--- config.mk ---
export PLATFORM = sky130hd
export DESIGN_NAME = mux4_rr_sched
export DESIGN_NICKNAME = d
export VERILOG_FILES = /design/src/rtl/mux4_rr_sched.sv
export SDC_FILE = /design/constraint.sdc
export NUM_CORES = 1
export LEC_CHECK = 0
export CAP_MARGIN = 10
export CORE_ASPECT_RATIO = 0.75
export CORE_UTILIZATION = 45
export CTS_CLUSTER_SIZE = 16
export DETAILED_ROUTE_END_ITERATION = 6
export GPL_TIMING_DRIVEN = 0
export PLACE_DENSITY = 0.81
export SLEW_MARGIN = 0
export SYNTH_ARGS = -nofsm -noshare
export SYNTH_HDL_FRONTEND = slang
export SYNTH_SLANG_ARGS = --single-unit
--- constraint.sdc ---
create_clock -name clk -period 2.9 [get_ports clk]
set_clock_uncertainty 0.2 [all_clocks]
set_input_delay 0.435 -clock clk [delete_from_list [all_inputs] [get_ports clk]]
set_output_delay 0.435 -clock clk [all_outputs]
set_load 0.01 [all_outputs]
--- src/rtl/mux4_rr_sched.sv ---
// Round-robin scheduler sharing one multi-cycle resource among four requesters.
// It drives the operand mux select, pulses start, then waits for done or a watchdog timeout.
module mux4_rr_sched #(
  parameter int TIMEOUT = 16,
  localparam int CNT_W  = $clog2(TIMEOUT + 1)
) (
  input  logic       clk,
  input  logic       rst_n,
  input  logic [3:0] req,
  input  logic       res_done,
  output logic [1:0] select,
  output logic [3:0] grant,
  output logic       res_start,
  output logic [3:0] ack,
  output logic       timeout,
  output logic       busy,
  output logic [1:0] dbg_state
);

  // Handshake: a requester raises req and holds it until its one-cycle ack;
  // the resource sees res_start for one cycle and answers with one res_done pulse.

  localparam logic [1:0] S_IDLE  = 2'd0;
  localparam logic [1:0] S_ISSUE = 2'd1;
  localparam logic [1:0] S_BUSY  = 2'd2;

  logic [1:0]       r_state;
  logic [1:0]       r_select;
  logic [3:0]       r_grant;
  logic [3:0]       r_ack;
  logic             r_timeout;
  logic [1:0]       r_last;
  logic [CNT_W-1:0] r_cnt;

  logic [3:0] w_elig;
  logic [1:0] w_win;
  logic       w_found;

  // A requester whose ack is visible this cycle is masked so it is not re-granted at once.
  always_comb begin
    w_elig  = req & ~r_ack;
    w_win   = 2'd0;
    w_found = 1'b0;
    for (int i = 1; i <= 4; i++) begin
      logic [1:0] idx;
      idx = r_last + 2'(i);
      if (!w_found && w_elig[idx]) begin
        w_win   = idx;
        w_found = 1'b1;
      end
    end
  end

  always_ff @(posedge clk) begin
    if (!rst_n) begin
      r_state   <= S_IDLE;
      r_select  <= 2'd0;
      r_grant   <= 4'd0;
      r_ack     <= 4'd0;
      r_timeout <= 1'b0;
      r_last    <= 2'd3;
      r_cnt     <= '0;
    end else begin
      r_ack     <= 4'd0;
      r_timeout <= 1'b0;
      case (r_state)
        S_IDLE: begin
          if (w_found) begin
            r_select <= w_win;
            r_grant  <= 4'b0001 << w_win;
            r_state  <= S_ISSUE;
          end
        end
        S_ISSUE: begin
          r_cnt   <= '0;
          r_state <= S_BUSY;
        end
        S_BUSY: begin
          if (res_done) begin
            r_ack   <= r_grant;
            r_last  <= r_select;
            r_grant <= 4'd0;
            r_state <= S_IDLE;
          end else if (r_cnt == CNT_W'(TIMEOUT - 1)) begin
            r_timeout <= 1'b1;
            r_last    <= r_select;
            r_grant   <= 4'd0;
            r_state   <= S_IDLE;
          end else begin
            r_cnt <= r_cnt + CNT_W'(1);
          end
        end
        default: r_state <= S_IDLE;
      endcase
    end
  end

  assign select    = r_select;
  assign grant     = r_grant;
  assign ack       = r_ack;
  assign timeout   = r_timeout;
  assign res_start = (r_state == S_ISSUE);
  assign busy      = (r_state != S_IDLE);
  assign dbg_state = r_state;

endmodule
==> results of run 1 <==
-- area by class of cell --
type                       instances  area share, %
buffer                             2           1.32
inverter                           5           1.52
tap                               24           2.44
multi-input combinational         69           42.2
timing repair buffer              21           17.1
sequential                        20           32.5
clock buffer                       4           2.94
-- how the worst min path moves through the flow --
stage,start,endpoint,slack (ns),depth (start not counted)
2_1_floorplan,r_cnt[4],r_cnt[4],0.26,2
3_3_place_gp,select[1],select[1],0.27,2
3_5_place_dp,select[1],select[1],0.28,2
4_1_cts,select[1],select[1],0.30,2
5_1_grt,grant[0],ack[0],0.32,1
6_report,select[1],select[1],0.29,2
-- Yosys cell counts, drive strengths merged --
| cell | count | area share, % |
|---|---|---|
| o211a | 1 | 1.0 |
| or4b | 1 | 1.4 |
| o22a | 1 | 1.8 |
| a32o | 4 | 4.3 |
| nor4 | 1 | 0.65 |
| mux2i | 2 | 2.1 |
| o32a | 1 | 1.2 |
| nand3 | 2 | 1.0 |
| o21ai | 3 | 1.6 |
| o211ai | 1 | 0.79 |
| nand2 | 5 | 2.0 |
| a31oi | 1 | 0.65 |
| nor2 | 10 | 4.2 |
| or3b | 1 | 0.92 |
| nand4 | 1 | 0.65 |
| inv | 5 | 2.0 |
| a221oi | 1 | 1.6 |
| o41a | 1 | 1.2 |
| dfxtp | 20 | 42 |
| nand2b | 3 | 2.0 |
| and2 | 5 | 3.3 |
| nor3 | 2 | 1.0 |
| o41ai | 1 | 2.9 |
| nor2b | 5 | 4.6 |
| o32ai | 1 | 0.92 |
| xor2 | 1 | 0.92 |
| nand3b | 1 | 0.79 |
| buf | 2 | 1.7 |
| o22ai | 1 | 0.65 |
| and4b | 1 | 1.0 |
| and3 | 3 | 2.5 |
| nor4b | 1 | 1.6 |
| ha | 2 | 2.6 |
| a21oi | 5 | 2.6 |
-- metrics by stage --
step / power [W] / hold WS, ns / setup WS (ns) / instances / util (%)
6_report: 0.000591 / 0.292 / 0.684 / 145 / 61.7
5_1_grt: 0.000616 / 0.317 / 0.549 / 145 / 61.7
4_1_cts: 0.000593 / 0.300 / 0.681 / 145 / 61.7
3_5_place_dp: 0.000433 / 0.279 / 0.671 / 141 / 59.9
3_3_place_gp: 0.000429 / 0.271 / 0.731 / 141 / 59.9
2_1_floorplan: 0.000378 / 0.264 / 0.917 / 96 / -
-- report_power, final --
group	switching (W)	internal, W	leakage (nW)	total (W)
Sequential	0.0000134	0.000287	0.163	0.000301
Combinational	0.0000614	0.0000666	0.320	0.000128
Clock	0.0000850	0.0000768	0.0210	0.000162
-- cell families after synthesis --
| logic type | share of synthesized area [%] |
|---|---|
| adder cells (fa/ha/maj) | 2.62 |
| AO/OA/AOI/OAI | 21.2 |
| XOR/XNOR | 0.916 |
| flip-flops | 41.9 |
| multiplexers | 2.09 |
| buffers and inverters | 3.66 |
| AND/OR/NAND/NOR | 27.6 |
-- worst reg2reg max path: cells and delay by family, from the launching register on --
kind            cells  cell delay [ns]
fa+ha+maj           2             0.47
flops               1             0.35
compound gates      2             0.21
simple gates        3             0.88
-- per-layer routing --
| layer | vias up | part of all wire (%) |
|---|---|---|
| li1 | 404 | - |
| met1 | 408 | 44 |
| met2 | 31 | 48 |
| met3 | 5 | 6.4 |
| met4 | 0 | 1.6 |
| met5 | - | 0 |
-- registers in the layout, summed over array words and instances (netlist names) --
register and count:
r_cnt 5, dbg_state 2, timeout 1, grant 4
select 2, r_last 2, ack 4
==> out/qor.csv, run 1 <==
metric;value;unit
worstReg2RegEnd;r_cnt[2];
cts-root-buf;clkbuf_4;
ys.warnings.count;0;
min_path_type;reg -> reg;
grt-busiest-layer;met2;
synth.distinct_cells;41;
cts_resized;0;
dieArea;0.00231;mm²
grt_use_met2;33.5;%
use_met3;6.23;%
maxSlewViolCount;0;
cts_tree;done;
powerDensity;479;mW/mm²
final_common_cell;clkdlybuf4s50_1;
place_area;0.00120;mm²
tightestPinTransition;0.554;ns
n_antenna_cell;0;
status;finished, final reports clean;
r2r_cells;7;
clock-sinks;20;
relSlewSlack;62.7;%
fp.dieW;55.2;µm
cp_top_family;buffers and inverters;
start_util;47.9;%
multiInputGateArea;520;µm²
min_period;2.22;ns
critPathBufInv;2;
r2r_start;r_cnt[0];
cts_buffers;3;
grt_util_met1;25.4;%
drc;0;
crit_end;res_start;
clock_latency;0.31;ns
cp-end-kind;output port;
syn_avg_cell_area;9.96;µm²
rsz0062_at_grt;no;
syn_nets;105;
synthToLayoutAreaGrowth;28.9;%
die_h;41.9;µm
finalSetupTns;0;ns
grt_pass1_wl;3590;µm
viasPerCell;5.85;
hold_buffers;0;
drive_gt1_share;15.7;%
postCtsSetupBuffers;0;
crit_cells;3;
crit_fanout;6;
final_cell_mix;clkdlybuf4s50_1 (21), dfxtp_1 (20), nor2_1 (9);
grt_max_degree;12;
min_period_over_period;76.4;%
drtAntennaViolNets;0;
pin_count;22;
cpPeakStageDelay;0.56;ns
crit_path_start_kind;flip-flop;
core_area;0.00200;mm²
ctsHtreeMaxLevel;1;
slowest_stage;clkdlybuf4s50_1;
first_iter_violations;28;
fmax;451;MHz
clk_pin_slew;0.11;ns
r2r_slack;0.72;ns
wl_per_cell;14.9;µm
startpoint;dbg_state[0];
critPathRequiredTime;2.27;ns
setup_viol;0;
gr-total-overflow;0;
io_buffer_count;21;
fin_area;0.00123;mm²
grt.total_usage;20.4;%
ir_worst_vdd;0.000340;V
clk_path_buf_depth;2;
grt_pass1_vias;757;
gp_congestion;0.812;
regArea;400;µm²
netlist_area;956;µm²
nets;131;
final-hold-violation-count;0;
rows;14;
ys_seq_area_share;41.9;%
syn_inst;96;
synth_seq_cells;20;
dr.pass1.iters;4;
maxCapViolCount;0;
routed_wl;2160;µm
fillCellCount;184;
arrival;1.58;ns
vias;848;
cp_cell_sequence;nand2b_1 > inv_1 > clkdlybuf4s50_1;
worstSetupPathType;reg -> out;
p_leak;0.503;nW
antenna_found_initial;0;
dp_hpwl;1670;µm
No activity file was read; power rests on OpenSTA's default activity.
==> run 2, diff against run 1 <==
Clock period 2.9 ns to 2.25 ns, I/O delays scaled along.
==> run 2 against run 1 <==
Net effect: die area is the same; sequential share of layout area shrank 0.29 points; combinational power grew 30%; global-route usage is the same; count of clock-buffer cells in the layout is the same; wire length grew 0.56%; core utilization grew 0.56 points; total power grew 30%; critical path depth is the same; non-clock buffer count is the same; final cell count is the same; setup slack lost 0.59 ns; critical path type unchanged; critical endpoint unchanged.
==> out/qor.csv, run 2 (same netlist as run 1, synthesis figures left out) <==
metric;value;unit
status;finished, final reports clean;
rows;14;
min_path_type;reg -> reg;
crit_fanout;6;
drtAntennaViolNets;0;
min_period_over_period;95.9;%
use_met3;6.23;%
p_int;0.000556;W
first_iter_violations;28;
ir_worst_vdd;0.000438;V
grt_pass1_vias;757;
cp-end-kind;output port;
fp.dieW;55.2;µm
grt_max_degree;12;
clock_latency;0.31;ns
p_leak;0.504;nW
arrival;1.62;ns
relSlewSlack;75.3;%
largest_reg_flops;5;
final_common_cell;clkdlybuf4s50_1;
finalSetupTns;0;ns
powerDensity;615;mW/mm²
cts-root-buf;clkbuf_4;
r2r_slack;0.10;ns
maxSlewViolCount;0;
cpPeakStageDelay;0.56;ns
pwr-share-comb;21.7;%
swShare;27.3;%
critPathRequiredTime;1.71;ns
drc;0;
setup_viol;0;
cp_top_family;buffers and inverters;
crit_path_start_kind;flip-flop;
cp_cell_sequence;nand2b_1 > inv_1 > clkdlybuf4s50_1;
p_seq_share;50.8;%
hold_buffers;0;
clk_pin_slew;0.11;ns
n_antenna_cell;0;
grt.total_usage;20.4;%
drive_gt1_share;16.5;%
routed_wl;2170;µm
dr.pass1.iters;4;
synthToLayoutAreaGrowth;30.1;%
io_buffer_count;21;
cts_buffers;3;
slowest_stage;clkdlybuf4s50_1;
place_area;0.00120;mm²
dp_hpwl;1670;µm
fin_area;0.00124;mm²
gp_congestion;0.812;
fmax;464;MHz
grt_use_met2;33.5;%
maxCapViolCount;0;
core_area;0.00200;mm²
cts_tree;done;
worstSetupPathType;reg -> out;
dieArea;0.00231;mm²
antenna_found_initial;0;
wl_per_cell;15.0;µm
nets;131;
final-hold-violation-count;0;
start_util;47.9;%
power.switching;0.000209;W
min_period;2.16;ns
clock-sinks;20;
postCtsSetupBuffers;0;
clk_path_buf_depth;2;
cts_resized;0;
ctsHtreeMaxLevel;1;
pin_count;22;
final_cell_mix;clkdlybuf4s50_1 (21), dfxtp_1 (20), nor2_1 (9);
gr-total-overflow;0;
die_h;41.9;µm
rsz0062_at_grt;no;
grt-busiest-layer;met2;
grt_pass1_wl;3590;µm
viasPerCell;5.85;
tightestPinTransition;0.371;ns
vias;848;
critPathBufInv;2;
largest_register;r_cnt;
clock_power_share;27.5;%
grt_util_met1;25.4;%
## run 2: cell counts in the layout (fill, tap and decap cells not counted)
No cell type changed its count.
## run 2: final timing paths
check	from	to	cells past startpoint
setup / recovery	dbg_state[0]	res_start	3
hold / removal	select[1]	select[1]	2
setup reg to reg	r_cnt[0]	r_cnt[2]	7
hold reg to reg	select[1]	select[1]	2
## run 2: layout make-up
class                   instances  area [µm²]
clock buffers                   4        36.3
well taps                      24        30.0
multi-input cells              69         532
flip-flops and latches         20         400
inverters                       5        18.8
fillers                       183         753
plain buffers                   2        16.3
repair buffers                 21         210
## run 2: through the flow
stage	cells	worst slack (ns)	power, W	hold WS [ns]	util, %
after floorplan	96	0.267	0.000487	0.199	-
after global placement	141	0.178	0.000552	0.271	59.9
after detailed placement	141	0.0946	0.000557	0.279	59.9
after CTS	145	0.0688	0.000764	0.300	61.7
after global routing	145	0.0154	0.000796	0.317	62.3
final	145	0.0932	0.000765	0.292	62.3
## run 2: tightest hold or removal path, cell delays in order, from the launching register on
cell	delay, ns
dfxtp_1	0.34
nand2_1	0.06
a21oi_1	0.05
## run 2: metal layers
layer,routed length [µm],up-vias
met1,924,410
met4,38,0
met2,1040,30
met3,172,5
met5,0,-
li1,-,403
## run 2: power groups by stage
stage | clock network [W] | logic [W] | registers (W)
final | 0.000210 | 0.000166 | 0.000389
after global routing | 0.000226 | 0.000178 | 0.000392
after CTS | 0.000213 | 0.000163 | 0.000388
after detailed placement | 0 | 0.000162 | 0.000395
after global placement | 0 | 0.000158 | 0.000395
after floorplan | 0 | 0.0000890 | 0.000398
